**src/rtl/run_ctrl_pkg.sv**
```systemverilog
// Shared definitions for the run/halt sequencer: state encodings,
// display source codes and the default halting syscall code.
package run_ctrl_pkg;

  typedef enum logic [1:0] {
    ST_RUN   = 2'd0,
    ST_PAUSE = 2'd1,
    ST_STEP  = 2'd2,
    ST_HALT  = 2'd3
  } run_state_e;

  localparam logic [1:0] DISP_SYSCALL = 2'b00;
  localparam logic [1:0] DISP_INSTR   = 2'b01;
  localparam logic [1:0] DISP_BRANCH  = 2'b10;
  localparam logic [1:0] DISP_JUMP    = 2'b11;

  localparam logic [31:0] HALT_CODE_DEFAULT = 32'd10;

endpackage

```
**src/rtl/run_ctrl_go_debounce.sv**
```systemverilog
// Push-button conditioner: 2-flop synchronizer, stability counter that
// accepts a level change only after it has held long enough, and a 1-cycle rising-edge pulse.
module go_debounce #(
  parameter int unsigned DEBOUNCE_CYCLES = 32'd1000000
) (
  input  logic clk,
  input  logic rst,
  input  logic raw,
  output logic level,
  output logic pulse
);

  localparam int unsigned CNT_BITS = (DEBOUNCE_CYCLES < 32'd2) ? 32'd1 : $clog2(DEBOUNCE_CYCLES + 32'd1);
  localparam logic [CNT_BITS-1:0] CNT_LAST = CNT_BITS'(DEBOUNCE_CYCLES - 32'd1);

  logic [1:0]          sync_r;
  logic [CNT_BITS-1:0] cnt_r;
  logic                level_r;
  logic                pulse_r;

  // Synchronize, count consecutive disagreeing cycles, flip the level and pulse on a rise.
  always_ff @(posedge clk or negedge rst) begin
    if (!rst) begin
      sync_r  <= 2'b00;
      cnt_r   <= '0;
      level_r <= 1'b0;
      pulse_r <= 1'b0;
    end else begin
      sync_r  <= {sync_r[0], raw};
      pulse_r <= 1'b0;
      if (sync_r[1] != level_r) begin
        if (cnt_r == CNT_LAST) begin
          level_r <= sync_r[1];
          cnt_r   <= '0;
          pulse_r <= sync_r[1];
        end else begin
          cnt_r <= cnt_r + CNT_BITS'(1);
        end
      end else begin
        // any bounce back to the accepted level restarts the count
        cnt_r <= '0;
      end
    end
  end

  assign level = level_r;
  assign pulse = pulse_r;

endmodule

```
**src/rtl/run_ctrl.sv**
```systemverilog
// Run/halt sequencer for the single-cycle MIPS datapath: owns the PC write
// enable, handles syscall halt/print, pause and single-step, and keeps retire statistics.
module run_ctrl
  import run_ctrl_pkg::*;
#(
  parameter int unsigned DEBOUNCE_CYCLES = 32'd1000000,
  parameter int unsigned CNT_W           = 32'd32,
  parameter logic [31:0] HALT_CODE       = HALT_CODE_DEFAULT
) (
  input  logic             clk,
  input  logic             rst,
  input  logic             go,
  input  logic             step_mode,
  input  logic             syscall,
  input  logic [31:0]      v0,
  input  logic [31:0]      a0,
  input  logic             br_taken,
  input  logic             is_jump,
  input  logic [1:0]       disp_sel,
  output logic             pc_enable,
  output logic             halted,
  output logic [31:0]      disp_data,
  output logic [CNT_W-1:0] instr_cnt,
  output logic [CNT_W-1:0] branch_cnt,
  output logic [CNT_W-1:0] jump_cnt
);

  run_state_e       state_r, state_next_s;
  logic [1:0]       step_sync_r;
  logic             step_s;
  logic             go_level_s;
  logic             go_pulse_s;
  logic             halt_req_s;
  logic             pc_enable_s;
  logic             halted_r;
  logic [31:0]      sys_latch_r;
  logic [31:0]      disp_data_r;
  logic [CNT_W-1:0] instr_cnt_r, branch_cnt_r, jump_cnt_r;

  go_debounce #(
    .DEBOUNCE_CYCLES(DEBOUNCE_CYCLES)
  ) u_go_debounce (
    .clk  (clk),
    .rst  (rst),
    .raw  (go),
    .level(go_level_s),
    .pulse(go_pulse_s)
  );

  // Plain 2-flop synchronizer for the step-mode switch.
  always_ff @(posedge clk or negedge rst) begin
    if (!rst) begin
      step_sync_r <= 2'b00;
    end else begin
      step_sync_r <= {step_sync_r[0], step_mode};
    end
  end

  assign step_s     = step_sync_r[1];
  assign halt_req_s = syscall && (v0 == HALT_CODE);

  // State register.
  always_ff @(posedge clk or negedge rst) begin
    if (!rst) begin
      state_r <= ST_RUN;
    end else begin
      state_r <= state_next_s;
    end
  end

  // Next-state logic; a halting syscall overrides everything.
  always_comb begin
    state_next_s = state_r;
    if (halt_req_s) begin
      state_next_s = ST_HALT;
    end else begin
      case (state_r)
        ST_RUN:   state_next_s = step_s ? ST_STEP : (go_pulse_s ? ST_PAUSE : ST_RUN);
        ST_PAUSE: state_next_s = go_pulse_s ? (step_s ? ST_STEP : ST_RUN) : ST_PAUSE;
        ST_STEP:  state_next_s = step_s ? ST_STEP : ST_RUN;
        ST_HALT:  state_next_s = ST_HALT;
        default:  state_next_s = ST_RUN;
      endcase
    end
  end

  // PC write enable: free-running in RUN, one cycle per go pulse in STEP.
  always_comb begin
    pc_enable_s = 1'b0;
    case (state_r)
      ST_RUN:  pc_enable_s = !halt_req_s;
      ST_STEP: pc_enable_s = go_pulse_s && !halt_req_s;
      default: pc_enable_s = 1'b0;
    endcase
  end

  // Halted flag tracks the state register in the same cycle.
  always_ff @(posedge clk or negedge rst) begin
    if (!rst) begin
      halted_r <= 1'b0;
    end else begin
      halted_r <= (state_next_s == ST_HALT);
    end
  end

  // Print syscalls latch $a0; pc_enable already excludes the halting case.
  always_ff @(posedge clk or negedge rst) begin
    if (!rst) begin
      sys_latch_r <= 32'd0;
    end else if (pc_enable_s && syscall) begin
      sys_latch_r <= a0;
    end else begin
      sys_latch_r <= sys_latch_r;
    end
  end

  // Saturating retire statistics.
  always_ff @(posedge clk or negedge rst) begin
    if (!rst) begin
      instr_cnt_r  <= '0;
      branch_cnt_r <= '0;
      jump_cnt_r   <= '0;
    end else if (pc_enable_s) begin
      if (instr_cnt_r != '1) instr_cnt_r <= instr_cnt_r + CNT_W'(1);
      if (br_taken && (branch_cnt_r != '1)) branch_cnt_r <= branch_cnt_r + CNT_W'(1);
      if (is_jump && (jump_cnt_r != '1)) jump_cnt_r <= jump_cnt_r + CNT_W'(1);
    end else begin
      instr_cnt_r  <= instr_cnt_r;
      branch_cnt_r <= branch_cnt_r;
      jump_cnt_r   <= jump_cnt_r;
    end
  end

  // Display word mux; counters are resized to the 32-bit display bus.
  always_ff @(posedge clk or negedge rst) begin
    if (!rst) begin
      disp_data_r <= 32'd0;
    end else begin
      case (disp_sel)
        DISP_SYSCALL: disp_data_r <= sys_latch_r;
        DISP_INSTR:   disp_data_r <= 32'(instr_cnt_r);
        DISP_BRANCH:  disp_data_r <= 32'(branch_cnt_r);
        DISP_JUMP:    disp_data_r <= 32'(jump_cnt_r);
        default:      disp_data_r <= 32'd0;
      endcase
    end
  end

  assign pc_enable  = pc_enable_s;
  assign halted     = halted_r;
  assign disp_data  = disp_data_r;
  assign instr_cnt  = instr_cnt_r;
  assign branch_cnt = branch_cnt_r;
  assign jump_cnt   = jump_cnt_r;

endmodule

```
**config.mk**
```make
export PLATFORM = sky130hd
export DESIGN_NAME = run_ctrl
export DESIGN_NICKNAME = d
export VERILOG_FILES = /design/src/rtl/run_ctrl_pkg.sv /design/src/rtl/run_ctrl_go_debounce.sv /design/src/rtl/run_ctrl.sv
export SDC_FILE = /design/constraint.sdc
export NUM_CORES = 1
export LEC_CHECK = 0
export CAP_MARGIN = 15
export CORE_MARGIN = 10
export CORE_UTILIZATION = 34
export DETAILED_ROUTE_END_ITERATION = 8
export PLACE_DENSITY = 0.66
export SLEW_MARGIN = 10
export SYNTH_ARGS = -nofsm -noshare
export SYNTH_HDL_FRONTEND = slang
export SYNTH_HIERARCHICAL = 1
export SYNTH_SLANG_ARGS = --single-unit
```
**constraint.sdc**
```tcl
create_clock -name clk -period 3 [get_ports clk]
set_input_delay 0.75 -clock clk [delete_from_list [all_inputs] [get_ports clk]]
set_output_delay 0.75 -clock clk [all_outputs]
set_load 0.1 [all_outputs]
```
[After elaboration in Yosys (flattened, before gate mapping)]
Cells that the tools add are included.
Storage, ports and cells
  register bits: 189
  input port bits: 73
  output and inout bits: 130
  logic and storage cells: 53
Cells by class
  add/sub/neg operators: 4
  eq/ne operators: 13
  mux-type cells: 12
  reduce and logical (&&, ||, !) cells: 12
Operator list (count)
  case mux 32 bit (4 select lines): 1
  adder 32 x 1 -> 32 bit (second input constant): 3
  inequality test 32 bit (second input constant): 3
  2-to-1 mux 20 bit: 2
  == test 32 x 4 -> 1 bit (second input constant): 1
  adder 20 x 1 -> 20 bit (second input constant): 1
  == test 20 bit (second input constant): 1
  == test 2 bit (second input constant): 5
  2-to-1 mux 2 bit: 4
  case mux 2 bit (4 select lines): 1
  AND reduction 2 bit: 4
  logical AND 1 bit: 5
  == test 2 x 1 -> 1 bit (second input constant): 2
  zero test 2 bit: 2
  2-to-1 mux 1 bit: 3
  case mux 1 bit (2 select lines): 1
  zero test 1 bit: 1
  inequality test 1 bit: 1

[Longest topological paths before layout]
  depth in word-level cells: 6
  depth in mapped cells: 9
  mapped depth without buffers: 7

[By module]
The synthesis kept the hierarchy.
Modules (own cells, without submodules)
  run_ctrl: instances 1, cells each 573, area each 7444.6 um2, seq. area each 4129.0 um2
  go_debounce: instances 1, cells each 107, area each 1184.9 um2, seq. area each 600.6 um2

[Worst setup path after synthesis]
OpenSTA, ideal clock, no wires.
  path kind: input-to-reg
  from: in v0[2]
  to: reg sys_latch_r[18]
  setup time: 125 ps
  arrival time: 2957 ps
  data required time: 2875 ps
  slack: -81 ps
  cell stages on the path: 7
  path buffers: 1
  cells stage by stage: nor4b_1 > nand4_1 > o31ai_4 > inv_1 > nand2_1 > buf_2 > mux2_2
Between the ends
  longest elaborated chain between the ends: 6
RTL lines
  start: declaration: line run_ctrl.sv:15  | input logic [31:0] v0,
  == test 32 x 4 -> 1 bit (*): line run_ctrl.sv:60  | assign halt_req_s = syscall && (v0 == HALT_CODE);
  logical AND 1 bit (*): line run_ctrl.sv:60
  zero test 1 bit (*): line run_ctrl.sv:91, run_ctrl.sv:92
  logical AND 1 bit: line run_ctrl.sv:92  | ST_STEP: pc_enable_s = go_pulse_s && !halt_req_s;
  case mux 1 bit (2 select lines) (*): line run_ctrl.sv:90  | case (state_r)
  named net pc_enable: line run_ctrl.sv:20  | output logic pc_enable,
  logical AND 1 bit (*): line run_ctrl.sv:110  | end else if (pc_enable_s && syscall) begin
  end signal: assignment: line run_ctrl.sv:113  | sys_latch_r <= sys_latch_r;
  end: declaration: line run_ctrl.sv:36  | logic [31:0] sys_latch_r;
Mark *: on every way through the listed nets, which the timed path passes. The rest lies on a longest branch.
A chain may end at the register's enable or synchronous reset.

[Final worst setup path]
  from: in v0[4]
  to: out pc_enable
Between the ends
  longest elaborated chain between the ends: 5
RTL lines (line)
  == test 32 x 4 -> 1 bit (*): run_ctrl.sv:60
  logical AND 1 bit (*): run_ctrl.sv:60
  zero test 1 bit (*): run_ctrl.sv:91, run_ctrl.sv:92
  logical AND 1 bit: run_ctrl.sv:92
  case mux 1 bit (2 select lines) (*): run_ctrl.sv:90
  end: declaration: run_ctrl.sv:20
Mark *: on every way between the ends. The rest lies on a longest branch, timed or not.

==> flow_summary.ini <==
[routing]
wl_per_cell_um = 20.89
ant_nets = 0
vias = 6438
via_per_inst = 5.134
drt_iter0_drc = 553
drc = 0
drtPass1Iterations = 4
wl_um = 26200

[setup_path]
critical_path.top_delay_family = simple AND/OR/NAND/NOR gates
crit_path_max_incr_delay_ns = 0.38
path_buf_inv = 3
startpoint_type = primary input
worstRegToRegCells = 6
timing.rr.end = jump_cnt[13]
arrival_ns = 2.15
required_ns = 2.25
slowest_stage = o31ai_4
crit_fanout = 2
crit_path_end_kind = primary output
cp_cell_sequence = clkbuf_2 -> nor4b_4 -> nand4_1 -> o31ai_4 -> clkinvlp_4 -> buf_12
r2r_setup_slack_ns = 0.45
critPathLaunch = v0[4]
critPathKind = in2out
r2r-start = jump_cnt[1]
critical_path_depth = 6

[sta]
finalCritPeriodShare_pct = 96.73
hold_viol_final = 0
layout_setup_ws_ns = 0.09825
period_minus_slack_ns = 2.902
setup_tns_ns = 0
max_freq_ghz = 0.3446
clock_skew_ns = 0.01143
drv_slew = 0
max_slew.worst_pin.slew_ns = 1.052
finalSetupViolations = 0
rsz0062_at_grt = false
slew_headroom_pct = 29.67
hold_ws_ns = 0.2794

[synth]
synth_flop_cell = dfrtp_1
ys_ff_latch = 189
syn_nets = 757
yosysSeqAreaShare_pct = 54.81
synth_cell_types = 50
syn_area_mm2 = 0.008630
synth.avg_cell_area_um2 = 12.69
synthArstFlopShare_pct = 100.0
synth_edf_count = 0
synth-warning-count = 6
synth_cells = 680

[cts]
cts_tree = done
insertion_delay_ns = 0.44
clk_path_buf_depth = 2
h-tree-depth = 4
cts.sinks = 189
clk_pin_slew_worst_paths_ns = 0.08
cts_buffers = 17
clockRootBuffer = clkbuf_16

[floorplanning]
coreArea_mm2 = 0.02511
start_util_pct = 34.37
die_w_um = 179.3
rows = 58
dieArea_mm2 = 0.03215
io_pins = 203
die_h_um = 179.3

[global_routing]
gr-total-overflow = 0
grt_max_degree = 81
antenna_found_initial = 1
grtUsageTotal_pct = 16.36
grt_pass1_wl_um = 39860
grt_pass1_vias = 6569

[cells_and_area]
fill_cells = 2334
final_cell_mix = dfrtp_1, buf_4, xnor2_1, nand2_1, nand4_1
final_util_pct = 46.17
final_common_cell = dfrtp_1
nNetsFinal = 989
multi_input_area_mm2 = 0.003877
drive_gt1_share_pct = 32.25
area_growth_pct = 34.35
regArea_mm2 = 0.004730
diodes = 0

[placement]
hpwl_um = 20050
dp_slack_ns = -0.3740
port_buffers = 202
gp_congestion = 0.8182

[pwr]
vdd_ir_drop_max_uv = 618.7
p_per_area_mw_per_mm2 = 703.8
leakage_uw = 0.005308

[run]
maxCapViolCount = 0

[worst_hold_path]
min-delay-path-class = in2async

[run_status]
status = finished, final reports clean
==> layer usage <==
metal	vias up	part of all wire (%)	global-route usage (%)
li1	2942	-	-
met1	3291	43	21.16
met2	177	49	26.25
met3	28	6.2	4.423
met4	0	2.0	5.091
met5	-	0	0
==> through the flow <==
stage / area (um2) / total power (uW) / std cells
finish: 11590 / 8159 / 1254
global route: 11590 / 8467 / 1254
CTS: 11600 / 8213 / 1253
detailed placement: 10970 / 6003 / 1219
global placement: 10970 / 5971 / 1219
floorplan: 8672 / 5141 / 680
==> cell usage after synthesis (3+ instances only) <==
master	count	share of area (%)
buf_1	5	0.22
and4_1	14	1.4
nor2_1	36	1.6
clkbuf_1	7	0.30
or4_1	4	0.35
nor4b_1	4	0.41
buf_2	6	0.35
xor2_1	36	3.7
ha_1	4	0.58
and2_1	3	0.22
nor4_1	11	0.80
inv_1	11	0.48
nand2_1	48	2.1
nor4_2	4	0.58
or3_1	5	0.36
o31ai_1	3	0.26
a21oi_1	6	0.35
nand3_1	36	2.1
xnor2_1	71	7.2
nand4_1	43	3.1
and3_1	22	1.6
nor3_1	19	1.1
dfrtp_1	189	55
mux4_2	31	8.1
mux2_2	32	4.2
==> worst reg2reg max path, delay by kind of cell (launching register included) <==
kind	cells	cell delay, ns
adders and majority gates	1	0.33
DFF	1	0.49
and+or+nand+nor	4	1.40
xor gates and xnor gates	1	0.20
==> cell type report <==
type                            instances  share of cell area [%]
Inverter                               11                  0.3885
Multi-Input combinational cell        460                   33.44
Tap cell                              330                   3.561
Timing Repair Buffer                  233                   16.90
Clock buffer                           17                   3.669
Sequential cell                       189                   40.79
Clock inverter                         14                   1.241
==> state kept, by name (all words and copies together), names as in the netlist, 2 cells and up <==
| signal | count |
|---|---|
| branch_cnt | 32 |
| disp_data | 32 |
| instr_cnt | 32 |
| jump_cnt | 32 |
| sys_latch_r | 32 |
| u_go_debounce/cnt_r | 20 |
| state_r | 2 |
| step_sync_r | 2 |
| u_go_debounce/sync_r | 2 |
==> how the worst max path moves through the flow <==
stage / endpoint / slack [ns]
after floorplan: sys_latch_r[18] / 0.002
after global placement: pc_enable / -0.37
after detailed placement: pc_enable / -0.37
after CTS: pc_enable / 0.002
after global routing: pc_enable / 0.004
final: pc_enable / 0.1
==> logic make-up (layout without fill, tap and decap cells) <==
group | after synthesis | after routing | synth area share, %
xor+xnor | 107 | 107 | 10.86
compound gates | 14 | 14 | 1.406
mux | 67 | 67 | 12.99
buf+inv | 31 | 275 | 1.522
fa+ha+maj | 4 | 4 | 0.5800
simple gates | 268 | 268 | 17.83
flops | 189 | 189 | 54.81
==> what timing repair did <==
action | in CTS | in global routing
buffers inserted | 3 | 1
hold buffers | 0 | 0
endpoints found under the setup margin | 1 | 1
gates resized for setup | 50 | 26
pin swaps | 11 | 11
==> report_power, final <==
group	switching (uW)	internal, uW
Clock	1100	1110
Sequential	303	2860
Combinational	1960	827
Note: power is estimated with default switching activity, not from simulation.
